--- src/rtl/grant_dec_pkg.sv ---
// Shared constants for the registered 2:4 grant decoder: index/line widths and FSM state codes.
package grant_dec_pkg;

    localparam int unsigned IDX_W   = 2;
    localparam int unsigned N_LINES = 4;

    // State enumeration {IDLE, GRANT, GAP}, kept as plain constants for legacy tools
    localparam logic [1:0] IDLE  = 2'd0;
    localparam logic [1:0] GRANT = 2'd1;
    localparam logic [1:0] GAP   = 2'd2;

endpackage

--- src/rtl/dec_2_4.sv ---
// Combinational 2:4 one-hot decoder with enable; all-zero output when disabled.
module dec_2_4
    import grant_dec_pkg::*;
(
    input  logic               en,
    input  logic [IDX_W-1:0]   idx,
    output logic [N_LINES-1:0] onehot_c
);

    always_comb begin
        onehot_c = '0;
        if (en) begin
            onehot_c[idx] = 1'b1;
        end
    end

endmodule

--- src/rtl/grant_dec_2_4.sv ---
// Registered 2:4 grant decoder with valid/ready intake, ack release, one-cycle gap and grant counter.
// Optional forced release after TIMEOUT grant cycles when GRANT_TIMEOUT_EN is defined.
module grant_dec_2_4
    import grant_dec_pkg::*;
#(
    parameter int unsigned CNT_W   = 8,
    parameter int unsigned TIMEOUT = 16
) (
    input  logic               clk,
    input  logic               rst_n,
    input  logic [IDX_W-1:0]   in_idx,
    input  logic               in_valid,
    output logic               in_ready,
    output logic [N_LINES-1:0] grant,
    input  logic               ack,
    output logic [CNT_W-1:0]   grant_cnt,
    output logic               timeout
);

    logic [1:0]         state_q, state_d;
    logic [IDX_W-1:0]   idx_q, idx_d;
    logic               in_ready_q, in_ready_d;
    logic [N_LINES-1:0] grant_q, grant_d;
    logic [CNT_W-1:0]   cnt_q, cnt_d;
    logic               timeout_q, timeout_d;
    logic               expire_c;

`ifdef GRANT_TIMEOUT_EN
    localparam int unsigned TMR_W = 16;

    logic [TMR_W-1:0] timer_q, timer_d;

    // Timer is zero on entry to GRANT and counts completed grant cycles
    always_comb begin
        timer_d  = '0;
        if (state_q == GRANT) begin
            timer_d = timer_q + TMR_W'(1);
        end
        expire_c = (state_q == GRANT) && !ack && (timer_q == TMR_W'(TIMEOUT - 1));
    end

    always_ff @(posedge clk) begin
        if (!rst_n) begin
            timer_q <= '0;
        end else begin
            timer_q <= timer_d;
        end
    end
`else
    assign expire_c = 1'b0;
`endif

    // Next state; outputs are derived from the next state so they register with it
    always_comb begin
        state_d   = state_q;
        idx_d     = idx_q;
        cnt_d     = cnt_q;
        timeout_d = 1'b0;
        case (state_q)
            IDLE: begin
                if (in_valid && in_ready_q) begin
                    state_d = GRANT;
                    idx_d   = in_idx;
                end
            end
            GRANT: begin
                if (ack || expire_c) begin
                    state_d   = GAP;
                    cnt_d     = cnt_q + CNT_W'(1);
                    timeout_d = expire_c;
                end
            end
            GAP:     state_d = IDLE;
            default: state_d = IDLE;
        endcase
        in_ready_d = (state_d == IDLE);
    end

    dec_2_4 u_dec (
        .en       (state_d == GRANT),
        .idx      (idx_d),
        .onehot_c (grant_d)
    );

    always_ff @(posedge clk) begin
        if (!rst_n) begin
            state_q    <= IDLE;
            idx_q      <= '0;
            in_ready_q <= 1'b1;
            grant_q    <= '0;
            cnt_q      <= '0;
            timeout_q  <= 1'b0;
        end else begin
            state_q    <= state_d;
            idx_q      <= idx_d;
            in_ready_q <= in_ready_d;
            grant_q    <= grant_d;
            cnt_q      <= cnt_d;
            timeout_q  <= timeout_d;
        end
    end

    assign in_ready  = in_ready_q;
    assign grant     = grant_q;
    assign grant_cnt = cnt_q;
    assign timeout   = timeout_q;

endmodule
--- config.mk ---
export PLATFORM = sky130hd
export DESIGN_NAME = grant_dec_2_4
export DESIGN_NICKNAME = d
export VERILOG_FILES = /design/src/rtl/grant_dec_pkg.sv /design/src/rtl/dec_2_4.sv /design/src/rtl/grant_dec_2_4.sv
export SDC_FILE = /design/constraint.sdc
export NUM_CORES = 1
export LEC_CHECK = 0
export BUFFER_PORTS_ARGS = -buffer_cell sky130_fd_sc_hd__buf_2
export CORE_MARGIN = 10
export CORE_UTILIZATION = 30
export DETAILED_ROUTE_END_ITERATION = 10
export SKIP_CTS_REPAIR_TIMING = 1
export SLEW_MARGIN = 20
export SYNTH_ARGS = -nofsm -noshare
export SYNTH_HDL_FRONTEND = slang
export SYNTH_SLANG_ARGS = --single-unit
--- constraint.sdc ---
create_clock -name clk -period 1.4 [get_ports clk]
set_input_delay 0 -clock clk [delete_from_list [all_inputs] [get_ports clk]]
set_output_delay 0 -clock clk [all_outputs]
set_load 0.02 [all_outputs]
==> flow_summary.yaml, run 1 <==
run_status:
  status: "finished clean"
sta:
  layout_min_cycle_time_ns: 1.34
  slew_violations: 0
  min_period_over_period_pct: 95.6
  whs_ns: 0.0310
  finalHoldViolations: 0
  timing.fmax_ghz: 0.747
  setup_viol_count_final: 0
  tns_ns: 0
  rsz0062_at_grt: "true"
  fin_skew_ns: 0.00494
route:
  wl_met2_um: 614
  wl_met3_um: 201
  routed_wl_mm: 1.49
  drt-initial-drc-count: 18
  viasPerCell: 4.74
  wl_per_cell_um: 12.3
  wl_met1_um: 671
  drcViolationCount: 0
  highest_layer: "met4"
  num_vias: 573
  drt.antenna.violating_nets: 0
  first_pass_iters: 5
global_route:
  grt_overflow_total: 0
  grt_pass1_wl_mm: 2.58
  grt_start_max_net_pins: 12
  gr-usage-all-layers_pct: 7.32
  first_global_vias: 574
  antenna_found_initial: 0
logic_synthesis:
  yosys_most_used_dff: "dfxtp_1"
  yosysWarnings: 0
  syn_nets: 75
  synth.area.mux_share_pct: 7.68
  synth_xor_area_share_pct: 2.56
  netlist_area_sq_um: 684
  ys_seq_area_share_pct: 49.7
  synth_fa_ha_area_share_pct: 1.83
  synth.avg_cell_area_sq_um: 10.1
  synth_top_family_by_area: "simple AND/OR/NAND/NOR gates"
  ys_async_sr_fraction_pct: 0
  synth-compound-area-share_pct: 10.4
  netlist-cell-type-count: 25
  ys_ff_latch: 17
  synthCells: 68
  synth_edf_count: 0
  yosys.area_share.simple_pct: 24.5
pwr:
  p_per_area_nw_per_um2: 1010
  p_leak_nw: 0.397
  peakVddDrop_v: 0.000762
placement:
  portBuffers: 18
  place_congestion: 0.722
  dp_hpwl_mm: 1.18
clock_tree:
  clockBufferDepth: 2
  htree_levels: 1
  cts_tree: "done"
  cts-root-buf: "clkbuf_4"
  cts.sinks: 17
  path_clk_slew_ns: 0.09
  clk_latency_ns: 0.29
  cts_made_buffers: 3
critical_path:
  start_kind: "flop"
  rr_startpoint: "state_q[0]"
  worstReg2RegEnd: "grant[2]"
  crit_type: "reg -> reg"
  reg2regPathDepth: 3
  startpoint: "state_q[0]"
  worst-r2r-setup-slack_ns: 0.06
  endpoint_kind: "flop"
  endpoint: "grant[2]"
  critPathMaxFanout: 6
  arrival_ns: 1.55
  required_ns: 1.61
floorplan:
  dieArea_sq_um: 4590
  start_util_pct: 31.2
  core_sq_um: 2190
  chipHeight_um: 67.8
  die_width_um: 67.8
  boundaryPins: 20
  placementRows: 17
finish:
  diodes: 0
  nets: 101
  area_delta_synth_final_pct: 29.1
  layout-drive-gt1-share_pct: 38.7
  utilization_pct: 40.3
  n_fill_cell: 233
flow_run:
  maxCapViolations: 0
min_path:
  hold_class: "in -> reg"
per-layer routing:
metal | GRT usage [%] | vias to the layer above
met1 | 7.76 | 258
li1 | - | 291
met3 | 5.29 | 2
met5 | 0 | -
met2 | 11.6 | 22
met4 | 1.54 | 0
through the flow:
step	worst slack [ns]	instance area [sq um]	cells	total power, mW
after floorplan	0.0289	687	68	0.607
after global placement	0.0658	823	115	0.640
after detailed placement	0.0309	823	115	0.641
after CTS	0.00694	850	119	0.901
after global routing	-0.00299	883	121	0.946
final	0.0609	883	121	0.892
how the worst min path moves through the flow:
stage               startpoint            to  slack [ns]  cells after the start
finish               in_idx[1]      idx_q[1]        0.03                      3
global route         in_idx[1]      idx_q[1]        0.04                      3
CTS                      rst_n      idx_q[0]       -0.02                      3
detailed placement       rst_n      idx_q[0]        0.28                      3
global placement         rst_n      idx_q[0]        0.27                      3
floorplan                rst_n  grant_cnt[3]        0.17                      2
cell usage after synthesis (2+ instances only):
| cell | instances | area (sq um) |
|---|---|---|
| mux2_2 | 2 | 22.5 |
| nor2_1 | 6 | 22.5 |
| a21oi_1 | 5 | 25.0 |
| nor3_1 | 4 | 20.0 |
| mux2i_1 | 3 | 30.0 |
| or4_1 | 2 | 15.0 |
| dfxtp_1 | 17 | 340 |
| xor2_1 | 2 | 17.5 |
| or3_1 | 3 | 18.8 |
| o31ai_1 | 2 | 15.0 |
| inv_1 | 2 | 7.51 |
| o21ai_0 | 3 | 15.0 |
| nand2_1 | 4 | 15.0 |
| nand3b_1 | 2 | 15.0 |
cells by family after synthesis:
logic type	after synthesis
simple gates	26
other cells	1
flops	17
mux	5
buf+inv	4
xor+xnor	2
fa+ha+maj	1
compound gates	12
sequential cells by signal (all words and copies together), names as in the netlist:
signal,count
in_ready,1
idx_q,2
grant,4
grant_cnt,8
state_q,2
where the power goes:
part           internal, mW  switching [mW]
clock                 0.111           0.146
combinational        0.0512          0.0653
sequential            0.504          0.0154
critical path: stages, from the launching register on:
cell and delay (ns):
dfxtp_2 0.36, and4bb_4 0.37, mux2_2 0.36, nor3_1 0.17
layout make-up:
cell class | count | area (sq um) | area share, %
clock buffers | 4 | 26.3 | 2.97
inverters | 2 | 7.51 | 0.850
multi-input cells | 47 | 335 | 38.0
flip-flops and latches | 17 | 349 | 39.5
well taps | 28 | 35.0 | 3.97
repair buffers | 23 | 130 | 14.7
cell usage in the layout (no fill, tap or decap), types with 2 or more instances in the layout:
cell      synthesis  routed
inv_1             2       2
nor3_1            4       2
dfxtp_1          17      12
or3_1             3       3
nand3b_1          2       2
nand2_1           4       4
buf_4             1       4
dfxtp_2           0       4
mux2i_1           3       3
nor3_2            0       2
nor2_1            6       6
mux2_2            2       2
a21oi_1           5       5
xor2_1            2       2
clkbuf_4          0       3
o21ai_0           3       3
o31ai_1           2       2
or4_1             2       2
buf_2             0      18
No activity file was read; power rests on OpenSTA's default activity.
==> inputs of run 2 (changes only) <==
clock period = 1.1 ns   (was 1.4 ns; I/O delays follow)
==> flow_summary.yaml, run 2 (same netlist as run 1, synthesis figures left out) <==
run_status:
  status: "finished with violations"
  failed_checks: "setup timing"
global_route:
  grt_pass1_wl_mm: 2.47
  antenna_found_initial: 0
  first_global_vias: 564
  grt_start_max_net_pins: 13
  gr-usage-all-layers_pct: 6.96
  grt_overflow_total: 0
finish:
  area_delta_synth_final_pct: 47.2
  layout_common_cells: "buf_2 (18), buf_4 (10), dfxtp_1 (7)"
  diodes: 0
  layout-drive-gt1-share_pct: 57.0
  n_fill_cell: 212
  multi_input_area_sq_um: 388
  final_common_cell: "buf_2"
  regArea_sq_um: 363
  post-route-cell-area_sq_um: 1010
  largest_reg_flops: 8
  nets: 108
min_path:
  hold_class: "in -> reg"
  min_from: "in_idx[0]"
sta:
  rsz0062_at_grt: "true"
  whs_ns: 0.00902
  fin_ws_ns: -0.217
  setup_viol_count_final: 12
  tns_ns: -1.59
  timing.fmax_ghz: 0.759
  min_period_over_period_pct: 120
  slew_violations: 0
  finalHoldViolations: 0
  fin_skew_ns: 0.00353
  layout_min_cycle_time_ns: 1.32
floorplan:
  core_sq_um: 2190
  dieArea_sq_um: 4590
  chipHeight_um: 67.8
  placementRows: 17
  start_util_pct: 31.2
  die_width_um: 67.8
  boundaryPins: 20
flow_run:
  maxCapViolations: 0
route:
  drt-initial-drc-count: 14
  wl_per_cell_um: 12.3
  drt.antenna.violating_nets: 0
  num_vias: 601
  routed_wl_mm: 1.58
  viasPerCell: 4.70
  drcViolationCount: 0
  first_pass_iters: 4
critical_path:
  arrival_ns: 1.55
  crit_slowest_cell: "and4bb_4"
  crit_type: "reg -> reg"
  startpoint: "state_q[0]"
  rr_startpoint: "state_q[0]"
  endpoint_kind: "flop"
  path_cells: "and4bb_4 > mux2_4 > nor3_2"
  start_kind: "flop"
  required_ns: 1.33
  slowest_delay_ns: 0.39
  critPathMaxFanout: 6
placement:
  place_congestion: 0.664
  dp_hpwl_mm: 1.23
  portBuffers: 18
  placed_area_sq_um: 935
pwr:
  peakVddDrop_v: 0.000503
  p_leak_nw: 0.443
  p_per_area_nw_per_um2: 1180
  total_power_mw: 1.18
clock_tree:
  path_clk_slew_ns: 0.10
  cts_tree: "done"
  clockBufferDepth: 2
  htree_levels: 1
  clk_latency_ns: 0.29
  cts.sinks: 17
  cts_made_buffers: 3
  cts-root-buf: "clkbuf_4"
## run 2: cell count changes in the layout (fill, tap and decap cells not counted), sizes merged
cell / before / now
buf: 22 / 30
dlygate4sd3: 1 / 0
## run 2: worst max-delay path: cells and delay by family (launching register included)
family / cells / cell delay (ns)
and+or+nand+nor: 2 / 0.55
DFF: 1 / 0.38
muxes: 1 / 0.33
## run 2: final cells by class
type | instances | share of cell area, %
clock buffer | 4 | 2.61
inverter | 2 | 0.745
multi-input combinational | 47 | 38.5
sequential | 17 | 36.0
tap | 28 | 3.48
timing repair buffer | 30 | 18.6
## run 2: report_power, final
group	internal [mW]	total (mW)	switching, mW	leakage, nW
Clock	0.141	0.340	0.199	0.0150
Sequential	0.637	0.657	0.0203	0.143
Combinational	0.0901	0.186	0.0962	0.285
## run 2: stage by stage
step / worst slack (ns) / util (%) / instances
2_1_floorplan: -0.119 / - / 68
3_3_place_gp: -0.141 / 42.7 / 124
3_5_place_dp: -0.164 / 42.7 / 124
4_1_cts: -0.187 / 43.9 / 128
5_1_grt: -0.273 / 46.0 / 128
6_report: -0.217 / 46.0 / 128
## run 2: final timing paths
check | end | slack [ns] | depth (start not counted)
setup / recovery | grant[0] | -0.22 | 3
hold / removal | idx_q[0] | 0.009 | 3
setup reg to reg | grant[0] | -0.22 | 3
hold reg to reg | grant_cnt[7] | 0.49 | 2
## run 2: per-layer routing
layer	GRT usage [%]	up-vias	part of all wire [%]
li1	-	306	-
met4	6.15	0	3.0
met5	0	-	0
met3	0.496	4	3.0
met2	11.9	9	53
met1	7.58	282	41
